$ cat src/rtl/pipeline_ctrl_pkg.sv
// Shared definitions for the pipeline hazard/stall controller: FSM encoding,
// register address width and default parameter values.
package pipeline_ctrl_pkg;

  localparam int REG_AW          = 5;
  localparam int DEFAULT_TIMEOUT = 255;
  localparam int DEFAULT_CNT_W   = 16;
  localparam int WAIT_W_MIN      = 8;

  typedef enum logic {
    RUN      = 1'b0,
    MEM_WAIT = 1'b1
  } state_t;

  // Wait counter must hold TIMEOUT, but never shrinks below 8 bits.
  function automatic int wait_cnt_width(input int timeout);
    int w;
    w = $clog2(timeout + 1);
    return (w > WAIT_W_MIN) ? w : WAIT_W_MIN;
  endfunction

endpackage

$ cat src/rtl/pipeline_ctrl_hazard_detect.sv
// Purely combinational load-use hazard comparator between the load in EX and
// the source operands of the instruction in ID.
module hazard_detect
  import pipeline_ctrl_pkg::*;
(
  input  logic              IDEX_MemRead_i,
  input  logic [REG_AW-1:0] IDEX_RDaddr_i,
  input  logic [REG_AW-1:0] IFID_RS1addr_i,
  input  logic [REG_AW-1:0] IFID_RS2addr_i,
  input  logic              IFID_useRS1_i,
  input  logic              IFID_useRS2_i,
  output logic              load_use_o
);

  logic rs1_hit;
  logic rs2_hit;

  // x0 is hardwired to zero, so a load targeting it never creates a hazard.
  always_comb begin
    rs1_hit    = IFID_useRS1_i && (IFID_RS1addr_i == IDEX_RDaddr_i);
    rs2_hit    = IFID_useRS2_i && (IFID_RS2addr_i == IDEX_RDaddr_i);
    load_use_o = IDEX_MemRead_i && (IDEX_RDaddr_i != '0) && (rs1_hit || rs2_hit);
  end

endmodule

$ cat src/rtl/pipeline_ctrl.sv
// Pipeline control: memory-wait FSM, load-use/branch priority mux, saturating
// stall counter and sticky memory timeout flag.
module pipeline_ctrl
  import pipeline_ctrl_pkg::*;
#(
  parameter int TIMEOUT = DEFAULT_TIMEOUT,
  parameter int CNT_W   = DEFAULT_CNT_W
) (
  input  logic              clk_i,
  input  logic              rst_i,
  input  logic              IDEX_MemRead_i,
  input  logic [REG_AW-1:0] IDEX_RDaddr_i,
  input  logic [REG_AW-1:0] IFID_RS1addr_i,
  input  logic [REG_AW-1:0] IFID_RS2addr_i,
  input  logic              IFID_useRS1_i,
  input  logic              IFID_useRS2_i,
  input  logic              branch_taken_i,
  input  logic              dmem_req_i,
  input  logic              dmem_ack_i,
  output logic              cpu_stall_o,
  output logic              pc_write_o,
  output logic              IFID_write_o,
  output logic              IFID_flush_o,
  output logic              IDEX_bubble_o,
  output logic [CNT_W-1:0]  stall_cnt_o,
  output logic              mem_timeout_o
);

  localparam int                WAIT_W      = wait_cnt_width(TIMEOUT);
  localparam logic [WAIT_W-1:0] TIMEOUT_CNT = WAIT_W'(TIMEOUT);

  state_t            state;
  logic [WAIT_W-1:0] wait_cnt;
  logic [WAIT_W-1:0] wait_cnt_inc;
  logic              mem_stall;
  logic              load_use;

  hazard_detect u_hazard_detect (
    .IDEX_MemRead_i (IDEX_MemRead_i),
    .IDEX_RDaddr_i  (IDEX_RDaddr_i),
    .IFID_RS1addr_i (IFID_RS1addr_i),
    .IFID_RS2addr_i (IFID_RS2addr_i),
    .IFID_useRS1_i  (IFID_useRS1_i),
    .IFID_useRS2_i  (IFID_useRS2_i),
    .load_use_o     (load_use)
  );

  // A request acked in its own cycle never stalls; an outstanding one stalls until ack.
  always_comb begin
    mem_stall   = ((state == RUN) && dmem_req_i && !dmem_ack_i) ||
                  ((state == MEM_WAIT) && !dmem_ack_i);
    cpu_stall_o = mem_stall;
  end

  always_comb begin
    pc_write_o    = 1'b1;
    IFID_write_o  = 1'b1;
    IFID_flush_o  = 1'b0;
    IDEX_bubble_o = 1'b0;
    if (mem_stall) begin
      pc_write_o   = 1'b0;
      IFID_write_o = 1'b0;
    end else if (load_use) begin
      pc_write_o    = 1'b0;
      IFID_write_o  = 1'b0;
      IDEX_bubble_o = 1'b1;
    end else if (branch_taken_i) begin
      IFID_flush_o = 1'b1;
    end
  end

  assign wait_cnt_inc = (&wait_cnt) ? wait_cnt : wait_cnt + WAIT_W'(1);

  // Only un-acked MEM_WAIT cycles count toward the timeout; the ack cycle completes the access.
  always_ff @(posedge clk_i or posedge rst_i) begin
    if (rst_i) begin
      state         <= RUN;
      wait_cnt      <= '0;
      mem_timeout_o <= 1'b0;
    end else begin
      case (state)
        RUN: begin
          if (dmem_req_i && !dmem_ack_i) begin
            state    <= MEM_WAIT;
            wait_cnt <= '0;
          end
        end
        MEM_WAIT: begin
          if (dmem_ack_i) begin
            state <= RUN;
          end else begin
            wait_cnt <= wait_cnt_inc;
            if (wait_cnt_inc >= TIMEOUT_CNT) begin
              mem_timeout_o <= 1'b1;
            end
          end
        end
        default: state <= RUN;
      endcase
    end
  end

  always_ff @(posedge clk_i or posedge rst_i) begin
    if (rst_i) begin
      stall_cnt_o <= '0;
    end else if ((mem_stall || load_use) && !(&stall_cnt_o)) begin
      stall_cnt_o <= stall_cnt_o + CNT_W'(1);
    end
  end

endmodule

$ cat config.mk
export PLATFORM = sky130hd
export DESIGN_NAME = pipeline_ctrl
export DESIGN_NICKNAME = d
export VERILOG_FILES = /design/src/rtl/pipeline_ctrl_pkg.sv /design/src/rtl/pipeline_ctrl_hazard_detect.sv /design/src/rtl/pipeline_ctrl.sv
export SDC_FILE = /design/constraint.sdc
export NUM_CORES = 1
export LEC_CHECK = 0
export CORE_ASPECT_RATIO = 1.1
export CORE_UTILIZATION = 30
export CTS_BUF_LIST = sky130_fd_sc_hd__clkbuf_4 sky130_fd_sc_hd__clkbuf_8
export CTS_CLUSTER_SIZE = 10
export DETAILED_ROUTE_END_ITERATION = 10
export HOLD_SLACK_MARGIN = 0.1
export MAX_ROUTING_LAYER = met4
export PLACE_DENSITY = 0.61
export SETUP_SLACK_MARGIN = 0.5
export SLEW_MARGIN = 40
export SYNTH_ARGS = -nofsm -noshare
export SYNTH_HDL_FRONTEND = slang
export SYNTH_SLANG_ARGS = --single-unit
$ cat constraint.sdc
create_clock -name clk_i -period 3.65 [get_ports clk_i]
set_clock_uncertainty 0.2 [all_clocks]
set_input_delay 0.73 -clock clk_i [delete_from_list [all_inputs] [get_ports clk_i]]
set_output_delay 0.73 -clock clk_i [all_outputs]
set_load 0.02 [all_outputs]
Word level (Yosys, flattened, before mapping)
Index checks and enable logic that the tools add are counted.
W data, S select, Z words.
{"block": "totals", "register_bits": 26, "inputBits": 23, "output_inout_bits": 22, "wordCells": 46}
{"block": "op_classes", "addsub": 2, "order_cmp": 1, "eq_ne": 4, "n_mux": 14, "bitwise": 2, "reduce_logical": 19}
{"cell": "$mux W8", "n": 3}
{"cell": "$add A16 B1 Y16 const B", "n": 1}
{"cell": "$pmux W8 S2", "n": 1}
{"cell": "$reduce_and A16 Y1", "n": 1}
{"cell": "$eq A5 B5 Y1", "n": 2}
{"cell": "$logic_and A1 B1 Y1", "n": 9}
{"cell": "$mux W1", "n": 9}
{"cell": "$add A8 B1 Y8 const B", "n": 1}
{"cell": "$ge A8 B8 Y1 const B", "n": 1}
{"cell": "$reduce_and A8 Y1", "n": 1}
{"cell": "$reduce_bool A5 Y1", "n": 1}
{"cell": "$logic_or A1 B1 Y1", "n": 3}
{"cell": "$reduce_and A3 Y1", "n": 1}
{"cell": "$logic_not A1 Y1", "n": 2}
{"cell": "$ne A2 B1 Y1 const B", "n": 1}
{"cell": "$ne A2 B2 Y1 const B", "n": 1}
{"cell": "$not A1 Y1", "n": 2}
{"cell": "$pmux W1 S2", "n": 1}
{"cell": "$reduce_and A2 Y1", "n": 1}

Depth between registers and ports, before layout
{"block": "logic_depth", "ltp_word": 6, "ltp_mapped": 8, "depth_no_buf": 7}

By module
From an unflattened synthesis, not the netlist that was laid out.
{"block": "unflattened", "hier_cells": 158, "hier_area_um2": 1511.4}
{"mod": "pipeline_ctrl", "instances": 1, "cells_each": 141, "area_each_um2": 1377.6, "seq_area_each_um2": 650.6}
{"mod": "hazard_detect", "instances": 1, "cells_each": 17, "area_each_um2": 133.9, "seq_area_each_um2": 0.0}

Worst setup path after synthesis
No wires, ideal clock.
{"block": "synth_timing", "path_type": "in2out", "startpoint": "in IDEX_RDaddr_i[1]", "endpoint": "out IFID_flush_o", "arrival_time_ps": 2165, "t_required_ps": 2720, "setup_slack_ps": 555, "path_stages": 4, "cell_sequence": "or4_1 > o21a_1 > a21oi_2 > and2_1"}
{"block": "synth_via", "elab_chain_cells": 6, "word_cells_on_any_way": 10}
{"element": "start, declared", "line_no": "pipeline_ctrl.sv:12", "text": "input logic [REG_AW-1:0] IDEX_RDaddr_i,"}
{"element": "$eq A5 B5 Y1, on equally long branches", "line_no": "pipeline_ctrl_hazard_detect.sv:20, pipeline_ctrl_hazard_detect.sv:21"}
{"element": "$logic_and A1 B1 Y1, on equally long branches", "line_no": "pipeline_ctrl_hazard_detect.sv:20, pipeline_ctrl_hazard_detect.sv:21"}
{"element": "$logic_or A1 B1 Y1", "line_no": "pipeline_ctrl_hazard_detect.sv:22", "text": "load_use_o = IDEX_MemRead_i && (IDEX_RDaddr_i != '0) && (rs1_hit || rs2_hit);"}
{"element": "$logic_and A1 B1 Y1 *", "line_no": "pipeline_ctrl_hazard_detect.sv:22"}
{"element": "$mux W1 *", "line_no": "pipeline_ctrl.sv:63", "text": "end else if (load_use) begin"}
{"element": "$mux W1 *", "line_no": "pipeline_ctrl.sv:60", "text": "if (mem_stall) begin"}
{"element": "end, declared", "line_no": "pipeline_ctrl.sv:23", "text": "output logic IFID_flush_o,"}
Mark *: on every way between the ends. The rest lies on a longest branch, timed or not.

Final worst setup path
Ends and elaborated chain as after synthesis.

==> impl_summary.md <==
Outcome
The flow ran to the end, and the final reports show no timing, DRC or antenna violations.

Global route
The met3 capacity usage during global routing is 1.818%. The first global-routing pass estimated 5547 µm of wire. In the global route stage, met1 resource usage came out at 18.03%.

The final global-route overflow total is 0. The overall track demand over capacity in global routing is 14.70%. The fraction of met2 tracks used by global routing is 24.40%. The layer flagged by global routing as most heavily used is met2.

The via count of the first global-routing pass is 1318. The initial antenna violation count is 0. The pin count of the biggest net entering global routing is 27.

Timing
Setup violations remaining at the end of the flow were counted as 0. The smallest clock period supported by the final layout is computed as 3057 ps. The max-slew violation count is 0.

Hold is met by 271.3 ps. Setup repair after global routing left no endpoint under its margin. After layout, the worst path uses 83.77% of the clock period. At the pin with the least slew margin, the transition time is 566.0 ps.

The timing-limited maximum frequency is 0.3271 GHz. The count of endpoints failing hold in the final timing report was 0. The tightest slew margin relative to the limit is 62.19%.

Finish
The antenna diode count is 0. The share of post-route cells with drive strength above 1 is 14.69%. In the final design database the tool counted 237 nets. The combined area of the multi-input logic cells is 790.8 µm². The area growth from synthesis to layout is 44.01%. The area occupied by registers is 650.6 µm².

The filler cells instantiated in the layout total 481.

Floorplanning
The floorplan step defined a die boundary enclosing 0.005155 mm². The core region is 0.004652 mm². The die extent in y is 75.20 µm. The die extent in x is 68.55 µm. The boundary pin count is 45. The number of placement rows is 26. The starting utilization of the core area is 31.41%.

Worst setup path
In this run the worst path has a maximum fanout of 4. The signal arrival time at the worst endpoint is 2130 ps. The worst-case reg-to-reg path depth is 6.

The source of the worst register-to-register timing path is stall_cnt_o[0]. The signal on the critical path passes through clkdlybuf4s15_1 -> or4_1 -> o21a_2 -> a21oi_4 -> and2_4 -> buf_6. STA puts the critical path data required time at 2720 ps.

The cell family contributing the most delay on the critical path is simple AND/OR/NAND/NOR gates. The worst setup path is captured at an output port. The number of buffers and inverters on the critical path is 2. The sort of element at the start of the critical path is an input pin. The kind of critical path is input pin to output port. The delay of the slowest cell on the worst path is 500 ps.

The worst register-to-register path ends at stall_cnt_o[1]. Across all register-to-register paths, the minimum setup slack is 1380 ps. The library cell contributing the largest single delay on the critical path is or4_1.

Power
The leakage power total is 0.9157 nW. The clock network burns 19.7% of the power. Cell internal power was estimated by the tool at 0.0006154 W. In this run the power density over the cells is 439.7 mW/mm². The power share of the combinational group is 36.8%. The worst-case IR drop observed on VDD is 173.8 µV. The total power is 0.0009254 W.

The switching fraction of total power is 33.49%. For this design the total switching power over the nets is 0.0003099 W. In this run, flip-flops and latches consume 43.4% of the power.

Logic synthesis
Of all cell types, the one taking the most synthesized area is dfrtp_1. The synthesized flop and latch total is 26. Counting distinct cell types in the post-synthesis netlist gives 38. After synthesis, the largest area contributor takes up 44.52% of total cell area.

The proportion of register bits with asynchronous set or reset after synthesis is 100.0%. Counting flops with a built-in enable in the synthesized netlist gives 0. Synthesis produced a netlist with a net count of 181. The mean post-synth cell area is 9.368 µm².

The warning count from the yosys run is 0. The cell count after synthesis came out at 156. By area the synthesized netlist is led by dfrtp_1, xnor2_1, xor2_1, nand2_1, nor2_1. The post-synth design cell area is 0.001461 mm². Sequential cells were found to cover 44.52% of the synthesized design area. The predominant post-synthesis flop cell is dfrtp_1.

Clock network
The clock latency on the worst-skew pair is 260 ps. The number of buffers added by the clock tree synthesis step is 3. The hold-fix buffer count after cts is 0. Clock tree synthesis found a total of 26 sinks. TritonCTS built the clock tree. The tree is rooted in a clkbuf_8. Counting along the longest clock path gives a buffer depth of 2.

The H-tree level count is 1. Clock-pin slew was measured on the worst setup and hold paths at 90 ps.

Flow run
The number of max-cap violations is 0.

Drt
For this block, the routed nets add up to 3173 µm of wire. The first routing iteration left 46 violations. In this run the remaining antenna-violating nets after routing total 0. The number of vias per cell is 4.906. The routed wire length per instance is 11.88 µm. In the routed design, unresolved DRC markers number 0. The first-pass detailed-route iteration total is 4. The overall via count from detail_route is 1310.

Worst hold path
The worst hold path belongs to the class register to register. The endpoint with the worst hold slack is mem_timeout_o. The number of instances on the worst hold path is 1.

The launch point of the worst hold path is mem_timeout_o.

Place
The routability-driven placement congestion ratio is 0.8163. Detailed placement ended at an HPWL of 2426 µm. The count of buffers inserted at the top-level ports is 44.
## per-layer routing
metal  part of all wire [%]  wire length [µm]
met1                     48              1518
met2                     47              1484
met5                      0                 0
met4                    1.3                40
met3                    4.1               129
## sequential cells by signal, summed over array words and instances (netlist names)
signal         flops
stall_cnt_o       16
wait_cnt           8
mem_timeout_o      1
state              1
## cells in the mapped netlist, types with 2 or more instances
master,instances
dfrtp_1,26
nand2_1,16
nor2_1,15
xnor2_1,12
xor2_1,12
nand3_1,8
o21ai_0,8
nand4_1,7
nor3_1,7
a21oi_1,6
inv_1,4
clkbuf_1,3
a31oi_1,2
and3_1,2
ha_1,2
nor2b_1,2
o31ai_1,2
or2_2,2
## power by group through the flow
stage	Clock, W	Sequential [W]	Combinational, W
after global placement	0	0.000408	0.000336
after CTS	0.000187	0.000403	0.000344
after detailed placement	0	0.000408	0.000342
after floorplan	0	0.000457	0.000124
after global routing	0.000198	0.000415	0.000374
final	0.000183	0.000402	0.000341
## final cells by class
| class | instances | area share [%] |
|---|---|---|
| clock buffers | 4 | 2.616 |
| repair buffers | 56 | 24.85 |
| inverters | 4 | 0.7134 |
| multi-input cells | 121 | 37.57 |
| well taps | 56 | 3.329 |
| flip-flops and latches | 26 | 30.92 |
## cell families after synthesis
kind of cell	share of synthesized area (%)
compound gates	14.04
xor+xnor	14.38
fa+ha+maj	1.712
buf+inv	3.082
flops	44.52
mux	0.7705
simple gates	21.49
## layout by cell type, fill, tap and decap left out, types with 3 or more instances in the layout
cell type / synthesis / final
clkdlybuf4s50_1: 0 / 34
o21ai_0: 8 / 8
inv_1: 4 / 3
nor2_1: 15 / 15
nor3_1: 7 / 7
xnor2_1: 12 / 12
clkbuf_8: 0 / 4
dfrtp_1: 26 / 26
xor2_1: 12 / 12
a21oi_1: 6 / 6
nand2_1: 16 / 16
nand4_1: 7 / 7
buf_4: 1 / 14
nand3_1: 8 / 8
## repair_timing
item / 4_1_cts / 5_1_grt
setup buffers: 1 / 1
gates resized for setup: 30 / 7
setup endpoints to repair: 5 / 4
pin swaps: 4 / 6
## worst max-delay path by stage
stage,from,end,slack (ps),cells after the start
5_1_grt,IFID_RS1addr_i[4],IFID_flush_o,500,7
3_3_place_gp,IDEX_RDaddr_i[2],IFID_flush_o,-210,6
2_1_floorplan,IDEX_RDaddr_i[1],IFID_flush_o,550,4
3_5_place_dp,IDEX_RDaddr_i[2],pc_write_o,-200,6
6_report,IDEX_RDaddr_i[1],IFID_flush_o,590,6
4_1_cts,IDEX_RDaddr_i[2],IFID_flush_o,500,6
## through the flow
stage / TNS (ps) / cell area, µm² / util (%) / worst slack [ps] / cells
2_1_floorplan: 0 / 1461 / - / 554.8 / 156
3_3_place_gp: -603.5 / 2017 / 43.36 / -205.2 / 261
3_5_place_dp: -624.9 / 2017 / 43.36 / -199.5 / 261
4_1_cts: 0 / 2087 / 44.86 / 496.2 / 266
5_1_grt: 0 / 2105 / 45.24 / 501.1 / 267
6_report: 0 / 2105 / 45.24 / 592.5 / 267
Power figures use the tool's default switching activity.
